===== config.mk =====
export PLATFORM = sky130hd
export DESIGN_NAME = pio_sw_irq_servicer
export DESIGN_NICKNAME = d
export VERILOG_FILES = /design/src/rtl/pio_sw_pkg.sv /design/src/rtl/pio_sw_irq_servicer.sv
export SDC_FILE = /design/constraint.sdc
export NUM_CORES = 1
export LEC_CHECK = 0
export CORE_MARGIN = 2
export CORE_UTILIZATION = 41
export CTS_CLUSTER_SIZE = 40
export DETAILED_ROUTE_END_ITERATION = 7
export GPL_TIMING_DRIVEN = 0
export PLACE_DENSITY = 0.8
export SYNTH_ARGS = -nofsm -noshare
export SYNTH_HDL_FRONTEND = slang
export SYNTH_SLANG_ARGS = --single-unit
export TNS_END_PERCENT = 1

===== constraint.sdc =====
create_clock -name clk -period 1.6 [get_ports clk]
set_input_delay 0.24 -clock clk [delete_from_list [all_inputs] [get_ports clk]]
set_output_delay 0.24 -clock clk [all_outputs]
set_load 0.01 [all_outputs]

===== src/rtl/pio_sw_pkg.sv =====
// Shared types and slave register map for the switch-PIO IRQ servicer.
package pio_sw_pkg;

    typedef enum logic [2:0] {
        ST_INIT    = 3'd0,
        ST_IDLE    = 3'd1,
        ST_E_ADDR  = 3'd2,
        ST_E_CAP   = 3'd3,
        ST_CLEAR   = 3'd4,
        ST_D_ADDR  = 3'd5,
        ST_D_CAP   = 3'd6,
        ST_PRESENT = 3'd7
    } state_e;

    localparam logic [1:0] PIO_ADDR_DATA = 2'd0;
    localparam logic [1:0] PIO_ADDR_MASK = 2'd2;
    localparam logic [1:0] PIO_ADDR_EDGE = 2'd3;

    typedef struct packed {
        logic [1:0] address;
        logic       chipselect;
        logic       write_n;
    } bus_ctl_t;

    localparam bus_ctl_t BUS_IDLE = '{address: PIO_ADDR_DATA, chipselect: 1'b0, write_n: 1'b1};

    // Moore bus controls for each state; write data is handled separately.
    function automatic bus_ctl_t bus_ctl_of(state_e s);
        bus_ctl_t c;
        c = BUS_IDLE;
        case (s)
            ST_INIT:             c = '{address: PIO_ADDR_MASK, chipselect: 1'b1, write_n: 1'b0};
            ST_E_ADDR, ST_E_CAP: c = '{address: PIO_ADDR_EDGE, chipselect: 1'b1, write_n: 1'b1};
            ST_CLEAR:            c = '{address: PIO_ADDR_EDGE, chipselect: 1'b1, write_n: 1'b0};
            ST_D_ADDR, ST_D_CAP: c = '{address: PIO_ADDR_DATA, chipselect: 1'b1, write_n: 1'b1};
            default:             c = BUS_IDLE;
        endcase
        return c;
    endfunction

endpackage


===== src/rtl/pio_sw_irq_servicer.sv =====
// Hardware servicer for the switch PIO: programs the IRQ mask, reads and clears
// edge capture on irq, reads the live switch value and emits one event record.
module pio_sw_irq_servicer
    import pio_sw_pkg::*;
#(
    parameter int unsigned      WIDTH     = 10,
    parameter logic [WIDTH-1:0] INIT_MASK = {WIDTH{1'b1}}
) (
    input  logic             clk,
    input  logic             reset_n,
    output logic [1:0]       pio_address,
    output logic             pio_chipselect,
    output logic             pio_write_n,
    output logic [31:0]      pio_writedata,
    input  logic [31:0]      pio_readdata,
    input  logic             pio_irq,
    input  logic             mask_wr,
    input  logic [WIDTH-1:0] mask_data,
    output logic             mask_busy,
    output logic             evt_valid,
    input  logic             evt_ready,
    output logic [WIDTH-1:0] evt_edges,
    output logic [WIDTH-1:0] evt_data,
    output logic [7:0]       evt_count,
    output state_e           dbg_state_o
);

    // Event handshake: a record transfers on a clock edge where evt_valid and
    // evt_ready are both high; evt_valid never drops and evt_edges/evt_data
    // never change until that transfer, and evt_valid does not wait on evt_ready.

    state_e           state_q, state_d;
    logic [WIDTH-1:0] mask_q, mask_d;
    logic [WIDTH-1:0] edges_q, edges_d;
    logic [WIDTH-1:0] data_q, data_d;
    logic [7:0]       count_q, count_d;
    logic             valid_q, valid_d;
    bus_ctl_t         bus_q, bus_d;
    logic [31:0]      wdata_q, wdata_d;
    logic             init_on_bus;
    logic             unused_readdata;

    // INIT leaves only once its write has actually been presented, so the first
    // cycle after reset (bus still at reset values) keeps the block in INIT.
    assign init_on_bus = bus_q.chipselect && !bus_q.write_n
                         && (bus_q.address == PIO_ADDR_MASK);

    always_comb begin
        state_d = state_q;
        mask_d  = mask_q;
        edges_d = edges_q;
        data_d  = data_q;
        count_d = count_q;
        case (state_q)
            ST_INIT: begin
                if (init_on_bus) state_d = ST_IDLE;
            end
            ST_IDLE: begin
                if (mask_wr) begin
                    mask_d  = mask_data;
                    state_d = ST_INIT;
                end else if (pio_irq) begin
                    state_d = ST_E_ADDR;
                end
            end
            ST_E_ADDR: state_d = ST_E_CAP;
            ST_E_CAP: begin
                edges_d = pio_readdata[WIDTH-1:0] & mask_q;
                state_d = ST_CLEAR;
            end
            ST_CLEAR:  state_d = ST_D_ADDR;
            ST_D_ADDR: state_d = ST_D_CAP;
            ST_D_CAP: begin
                data_d  = pio_readdata[WIDTH-1:0];
                state_d = (edges_q == '0) ? ST_IDLE : ST_PRESENT;
            end
            ST_PRESENT: begin
                if (evt_ready) begin
                    count_d = count_q + 8'd1;
                    state_d = ST_IDLE;
                end
            end
            default: state_d = ST_INIT;
        endcase

        // Outputs are registered from the next state so they line up with it.
        bus_d   = bus_ctl_of(state_d);
        valid_d = (state_d == ST_PRESENT);
        wdata_d = '0;
        if (state_d == ST_INIT) wdata_d[WIDTH-1:0] = mask_d;
    end

    always_ff @(posedge clk or negedge reset_n) begin
        if (!reset_n) begin
            state_q <= ST_INIT;
            mask_q  <= INIT_MASK;
            edges_q <= '0;
            data_q  <= '0;
            count_q <= '0;
            valid_q <= 1'b0;
            bus_q   <= BUS_IDLE;
            wdata_q <= '0;
        end else begin
            state_q <= state_d;
            mask_q  <= mask_d;
            edges_q <= edges_d;
            data_q  <= data_d;
            count_q <= count_d;
            valid_q <= valid_d;
            bus_q   <= bus_d;
            wdata_q <= wdata_d;
        end
    end

    assign pio_address     = bus_q.address;
    assign pio_chipselect  = bus_q.chipselect;
    assign pio_write_n     = bus_q.write_n;
    assign pio_writedata   = wdata_q;
    assign mask_busy       = (state_q != ST_IDLE);
    assign evt_valid       = valid_q;
    assign evt_edges       = edges_q;
    assign evt_data        = data_q;
    assign evt_count       = count_q;
    assign dbg_state_o     = state_q;
    // Bits above WIDTH in readdata carry nothing for this slave.
    assign unused_readdata = ^pio_readdata;

endmodule

==> results of run 1 <==
state kept, by name, indices dropped and copies added, names as in the netlist:
name	count
evt_valid	1
pio_address	2
evt_count	8
mask_q	10
pio_chipselect	1
pio_writedata	10
evt_edges	10
evt_data	10
dbg_state_o	3
pio_write_n	1
critical path, delay by kind of cell, from the launching register on:
family | cells | cell delay, ns
AND/OR/NAND/NOR | 2 | 0.33
AO/OA/AOI/OAI | 3 | 0.65
buffers and inverters | 1 | 0.08
flip-flops | 1 | 0.47
stage by stage:
step                hold WS [ns]  TNS [ns]  worst slack [ns]  std cells  total power [mW]
global placement          0.4577    -76.15            -1.427        371             5.321
floorplan               -0.05559         0           0.01115        225             4.072
finish                    0.4709   -0.2875          -0.04293        388             6.559
global route              0.5110    -1.689           -0.1580        388             7.028
detailed placement        0.2846    -3.657           -0.2046        372             5.421
CTS                       0.4820   -0.3800          -0.03803        388             6.641
cell usage after synthesis:
library cell,number,share of area (%)
inv_2,1,0.15
nor4_1,2,0.50
nand4_2,2,1.0
nor2b_2,11,3.8
and2_2,1,0.30
o31ai_1,1,0.30
mux2_2,11,4.9
nor2b_1,3,0.75
dfrtp_1,45,45
a31oi_1,1,0.25
o21ai_0,10,2.0
nand3_4,1,0.70
dfstp_2,11,12
nor2_1,6,0.90
clkbuf_1,2,0.30
and2b_1,1,0.30
buf_4,23,6.9
or2_2,1,0.25
nand4bb_1,1,0.45
inv_1,3,0.45
o21ai_2,1,0.35
o211ai_1,1,0.30
nand2_1,30,4.5
mux2_4,10,6.0
buf_2,1,0.20
conb_1,1,0.15
a21oi_1,1,0.20
xnor2_1,4,1.4
nand3_1,1,0.20
and3_1,2,0.50
nand3b_1,1,0.30
a221oi_2,1,0.60
nand2b_2,1,0.35
nand4_1,1,0.25
ha_1,1,0.50
a21boi_2,1,0.45
a21o_1,1,0.30
nor2_8,1,0.80
nand2b_1,4,1.0
xor2_1,3,1.0
timing repair:
item,4_1_cts,5_1_grt
gates cloned,1,0
hold endpoints to repair,22,0
endpoints found under the setup margin,30,33
setup buffers,6,0
pin swaps,9,1
gates resized for setup,11,12
hold buffers,1,0
logic make-up after synthesis:
| logic type | count (synthesis) | synth area share [%] |
|---|---|---|
| AOI/OAI and AO/OA | 18 | 4.738 |
| adders and majority gates | 1 | 0.4987 |
| other | 1 | 0.1495 |
| and+or+nand+nor | 70 | 16.86 |
| buffers and inverters | 30 | 7.980 |
| xor gates and xnor gates | 7 | 2.444 |
| muxes | 21 | 10.92 |
| DFF | 56 | 56.41 |
metal layers:
| metal | track usage (%) | wire [um] |
|---|---|---|
| met1 | 21.54 | 2189 |
| met2 | 28.39 | 2776 |
| met3 | 4.457 | 404 |
| met4 | 4.000 | 29 |
| met5 | 0 | 0 |
layout make-up:
| cell class | instances | area, um^2 | share of cell area [%] |
|---|---|---|---|
| buffer | 26 | 187.7 | 5.141 |
| clock buffer | 5 | 68.82 | 1.885 |
| clock inverter | 3 | 42.54 | 1.165 |
| inverter | 4 | 15.01 | 0.4112 |
| multi-input combinational | 140 | 1027 | 28.14 |
| sequential | 56 | 1420 | 38.90 |
| tap | 75 | 93.84 | 2.570 |
| timing repair buffer | 79 | 795.8 | 21.80 |
how the worst min path moves through the flow:
| stage | endpoint | slack, ns | depth (start not counted) | startpoint |
|---|---|---|---|---|
| 4_1_cts | evt_count[6] | 0.48 | 2 | reset_n |
| 3_3_place_gp | evt_count[7] | 0.46 | 1 | evt_count[7] |
| 5_1_grt | evt_count[7] | 0.51 | 1 | evt_count[7] |
| 2_1_floorplan | dbg_state_o[0] | -0.06 | 0 | reset_n |
| 6_report | evt_count[5] | 0.47 | 2 | reset_n |
| 3_5_place_dp | evt_count[6] | 0.28 | 1 | reset_n |
power breakdown:
group          leakage, nW  internal [mW]  switching, mW
Sequential           0.687           2.09          0.389
Clock               0.0541          0.464          0.443
Combinational        0.984           1.76           1.42
Total                 1.73           4.31           2.25
==> results.cfg, run 1 <==
[outcome]
outcome = complete, but fails checks
violations = negative setup slack

[setup_path]
path_cells = and2_2 -> a221oi_2 -> o21ai_4 -> inv_2 -> nand3b_1 -> a21o_1
reg2reg_depth = 6
cp_slowest_cell = dfrtp_2
rrSetupSlack_ns = -0.04
crit_path_end_kind = flop
critical_path_class = flop to flop
crit_fanout = 7
startpoint = dbg_state_o[1]
reg2reg_from = dbg_state_o[1]
cpPeakStageDelay_ns = 0.47
r2r_end = pio_chipselect
start_kind = flop
cp.required_ns = 1.80
crit_end = pio_chipselect
worstPathArrival_ns = 1.84

[pwr]
ir_drop_mv = 0.9681
p_leak_nw = 1.726
power.density_nw_per_um2 = 1797

[placement]
dp_hpwl_mm = 3.896
portBuffers = 71
gp_congestion = 0.7772
post_dp_cell_area_um2 = 3407

[detailed_routing]
first_iter_violations = 56
via_per_inst = 4.534
wl_mm = 5.400
detail-route-antenna-nets = 0
drc = 0
dr.pass1.iters = 4
wl_per_cell_um = 13.92
num_vias = 1759

[global_route]
grt_pass1_wl_mm = 8.452
grt_usage_pct = 16.81
grt_pass1_vias = 1708
antenna_found_initial = 0
grt_max_degree = 32
gr-total-overflow = 0

[synthesis]
ys_seq_area_share_pct = 56.41
ys_warn_count = 0
synth_cell_types = 40
syn_area_um2 = 2509
syn_inst = 204
ys_ff_latch = 56
syn_avg_cell_area_um2 = 12.30

[sta]
drv_slew = 0
tightest_slew_ns = 0.6148
min_period_ns = 1.643
max_freq_ghz = 0.6087
final_hold_viol_count = 0
clock_skew_ns = 0.006529
max_slew_margin_pct = 59.01
setup_viol = 12
rsz0062_at_grt = true
layout_setup_ws_ns = -0.04293
fin_crit_sh_pct = 102.7

[clock_network]
clk-insertion-delay-late_ns = 0.30
h-tree-depth = 2
clk_pin_slew_worst_paths_ns = 0.10
cts_num_sinks = 56
cts_tree = built
cts_buffers = 5
clockRootBuffer = clkbuf_8
cts_buffer_depth = 2

[finish]
final_cell_mix = 62 x clkdlybuf4s50_1, 41 x dfrtp_1, 30 x buf_4
finalNetCount = 360
fillers = 500
fin_area_um2 = 3651
layout_commonest_cell = clkdlybuf4s50_1
layout-drive-gt1-share_pct = 34.19
postLayoutCoreUtil_pct = 61.67
num_antenna_cells = 0
synthToLayoutAreaGrowth_pct = 45.54

[die]
fp.dieW_um = 82.22
fp.coreArea_um2 = 5921
die-area_um2 = 6760
pin_count = 116
row_count = 28
dieHeight_um = 82.22
initial_core_util_pct = 42.37

[min_path]
hold_class = input pin to async pin

[job]
drv_cap = 0
Note: power is estimated with default switching activity, not from simulation.
==> run 2, diff against run 1 <==
--- a/config.mk
+++ b/config.mk
@@ -9,6 +9,7 @@
 export CORE_UTILIZATION = 41
 export CTS_CLUSTER_SIZE = 40
 export DETAILED_ROUTE_END_ITERATION = 7
+export GPL_ROUTABILITY_DRIVEN = 0
 export GPL_TIMING_DRIVEN = 0
 export PLACE_DENSITY = 0.8
 export SYNTH_ARGS = -nofsm -noshare
==> results of run 2 <==
Same layout as run 1: the final DEF is identical, and so are final timing and power.
==> run 3, diff against run 2 <==
--- a/config.mk
+++ b/config.mk
@@ -5,13 +5,16 @@
 export SDC_FILE = /design/constraint.sdc
 export NUM_CORES = 1
 export LEC_CHECK = 0
+export CELL_PAD_IN_SITES_DETAIL_PLACEMENT = 0
+export CELL_PAD_IN_SITES_GLOBAL_PLACEMENT = 2
 export CORE_MARGIN = 2
-export CORE_UTILIZATION = 41
+export CORE_UTILIZATION = 25
 export CTS_CLUSTER_SIZE = 40
 export DETAILED_ROUTE_END_ITERATION = 7
 export GPL_ROUTABILITY_DRIVEN = 0
 export GPL_TIMING_DRIVEN = 0
-export PLACE_DENSITY = 0.8
+export HOLD_SLACK_MARGIN = 0.1
+export PLACE_DENSITY_LB_ADDON = 0.1
 export SYNTH_ARGS = -nofsm -noshare
 export SYNTH_HDL_FRONTEND = slang
 export SYNTH_SLANG_ARGS = --single-unit
==> results.cfg, run 3 (synthesized netlist as in run 1, its figures left out) <==
[detailed_routing]
num_vias = 1741
detail-route-antenna-nets = 0
dr.pass1.iters = 4
via_per_inst = 3.921
wl_per_cell_um = 13.20
wl_mm = 5.860
drc = 0
first_iter_violations = 24

[finish]
final_cell_mix = 61 x clkdlybuf4s50_1, 39 x dfrtp_1, 29 x nand2_1
postLayoutCoreUtil_pct = 38.43
fin_area_um2 = 3756
synthToLayoutAreaGrowth_pct = 49.73
num_antenna_cells = 0
finalNetCount = 359
layout_commonest_cell = clkdlybuf4s50_1
final_cells = 444
layout-drive-gt1-share_pct = 34.73

[clock_network]
cts_buffers = 5
clockRootBuffer = clkbuf_8
clk-insertion-delay-late_ns = 0.31
cts_buffer_depth = 2
cts_tree = built
h-tree-depth = 2
cts_num_sinks = 56
clk_pin_slew_worst_paths_ns = 0.11

[setup_path]
crit_cells = 6
start_kind = flop
path_buf_inv = 1
path_cells = nor2b_4 -> nand2b_2 -> nor2_8 -> buf_12 -> mux2_4 -> nor2b_2
crit_path_end_kind = flop
critical_path.top_delay_family = simple AND/OR/NAND/NOR gates
reg2reg_depth = 6
cp_slowest_cell = dfrtp_2
critical_path_class = flop to flop
crit_fanout = 8
worstPathArrival_ns = 1.81
cp.required_ns = 1.81
cpPeakStageDelay_ns = 0.44

[pwr]
power.density_nw_per_um2 = 1774
ir_drop_mv = 0.6739
p_leak_nw = 1.792

[outcome]
violations = negative setup slack
outcome = complete, but fails checks

[die]
fp.dieW_um = 104.2
die-area_um2 = 10850
initial_core_util_pct = 25.67
dieHeight_um = 104.2
pin_count = 116
row_count = 36
fp.coreArea_um2 = 9774

[job]
drv_cap = 0

[sta]
setup_viol = 6
rsz0062_at_grt = true
hold-worst-slack_ns = 0.4759
drv_slew = 0
max_freq_ghz = 0.6230
min_period_ns = 1.605
tightest_slew_ns = 0.6805
max_slew_margin_pct = 54.63
clock_skew_ns = 0.01242
layout_setup_ws_ns = -0.005205
fin_crit_sh_pct = 100.3
final_hold_viol_count = 0

[global_route]
antenna_found_initial = 0
gr-total-overflow = 0
grt_pass1_vias = 1910
grt_max_degree = 30
grt_pass1_wl_mm = 9.770
grt_usage_pct = 11.36

[min_path]
min_path_cells = 1
hold_class = flop to flop

[placement]
post_dp_cell_area_um2 = 3480
dp_hpwl_mm = 4.230
dp_cells = 430
portBuffers = 71
run 3: final timing paths:
| check | start | end | slack, ns |
|---|---|---|---|
| min in group asynchronous | reset_n | evt_data[7] | 0.51 |
| setup / recovery | dbg_state_o[0] | pio_writedata[5] | -0.005 |
| setup reg to reg | dbg_state_o[0] | pio_writedata[5] | -0.005 |
| hold / removal | evt_count[7] | evt_count[7] | 0.48 |
| hold reg to reg | evt_count[7] | evt_count[7] | 0.48 |
| max in group asynchronous | reset_n | mask_q[3] | 0.42 |
run 3: cell type report:
type                       instances  area (um^2)
buffer                            26        190.2
clock buffer                       6        72.57
clock inverter                     1        30.03
fill                            1016         6018
inverter                           4        15.01
multi-input combinational        139         1042
sequential                        56         1423
tap                              133        166.4
timing repair buffer              79        817.0
run 3: what timing repair did:
| action | CTS | global route |
|---|---|---|
| endpoints found under the hold margin | 23 | 0 |
| hold buffers | 1 | 0 |
| endpoints found under the setup margin | 37 | 27 |
| gates cloned | 0 | 0 |
| buffers inserted | 5 | 1 |
| gates resized for setup | 17 | 17 |
| pin swaps | 5 | 4 |
run 3: worst register-to-register path: cells and delay by family (launching register included):
family,cells,cell delay (ns)
buf+inv,1,0.15
mux,1,0.31
simple gates,4,0.61
flops,1,0.44
run 3: metrics by stage:
stage / TNS, ns / power, mW / setup WS (ns)
final: -0.01365 / 6.665 / -0.005205
after global routing: -1.179 / 7.171 / -0.1156
after CTS: -0.3352 / 6.736 / -0.04058
after detailed placement: -4.737 / 5.465 / -0.2319
after global placement: -90.26 / 5.455 / -1.671
after floorplan: 0 / 4.072 / 0.01115
run 3: per-layer routing:
metal	routed length [um]	track usage, %	vias to the layer above	share of wire, %
li1	-	-	843	-
met1	2571	13.93	841	44
met2	2900	19.60	52	49
met3	348	3.258	5	5.9
met4	40	2.896	0	0.68
met5	0	0	-	0
run 3: power by group:
group / leakage, nW / internal (mW) / switching, mW
clock network: 0.0513 / 0.460 / 0.454
logic: 1.06 / 1.86 / 1.40
registers: 0.685 / 2.09 / 0.402
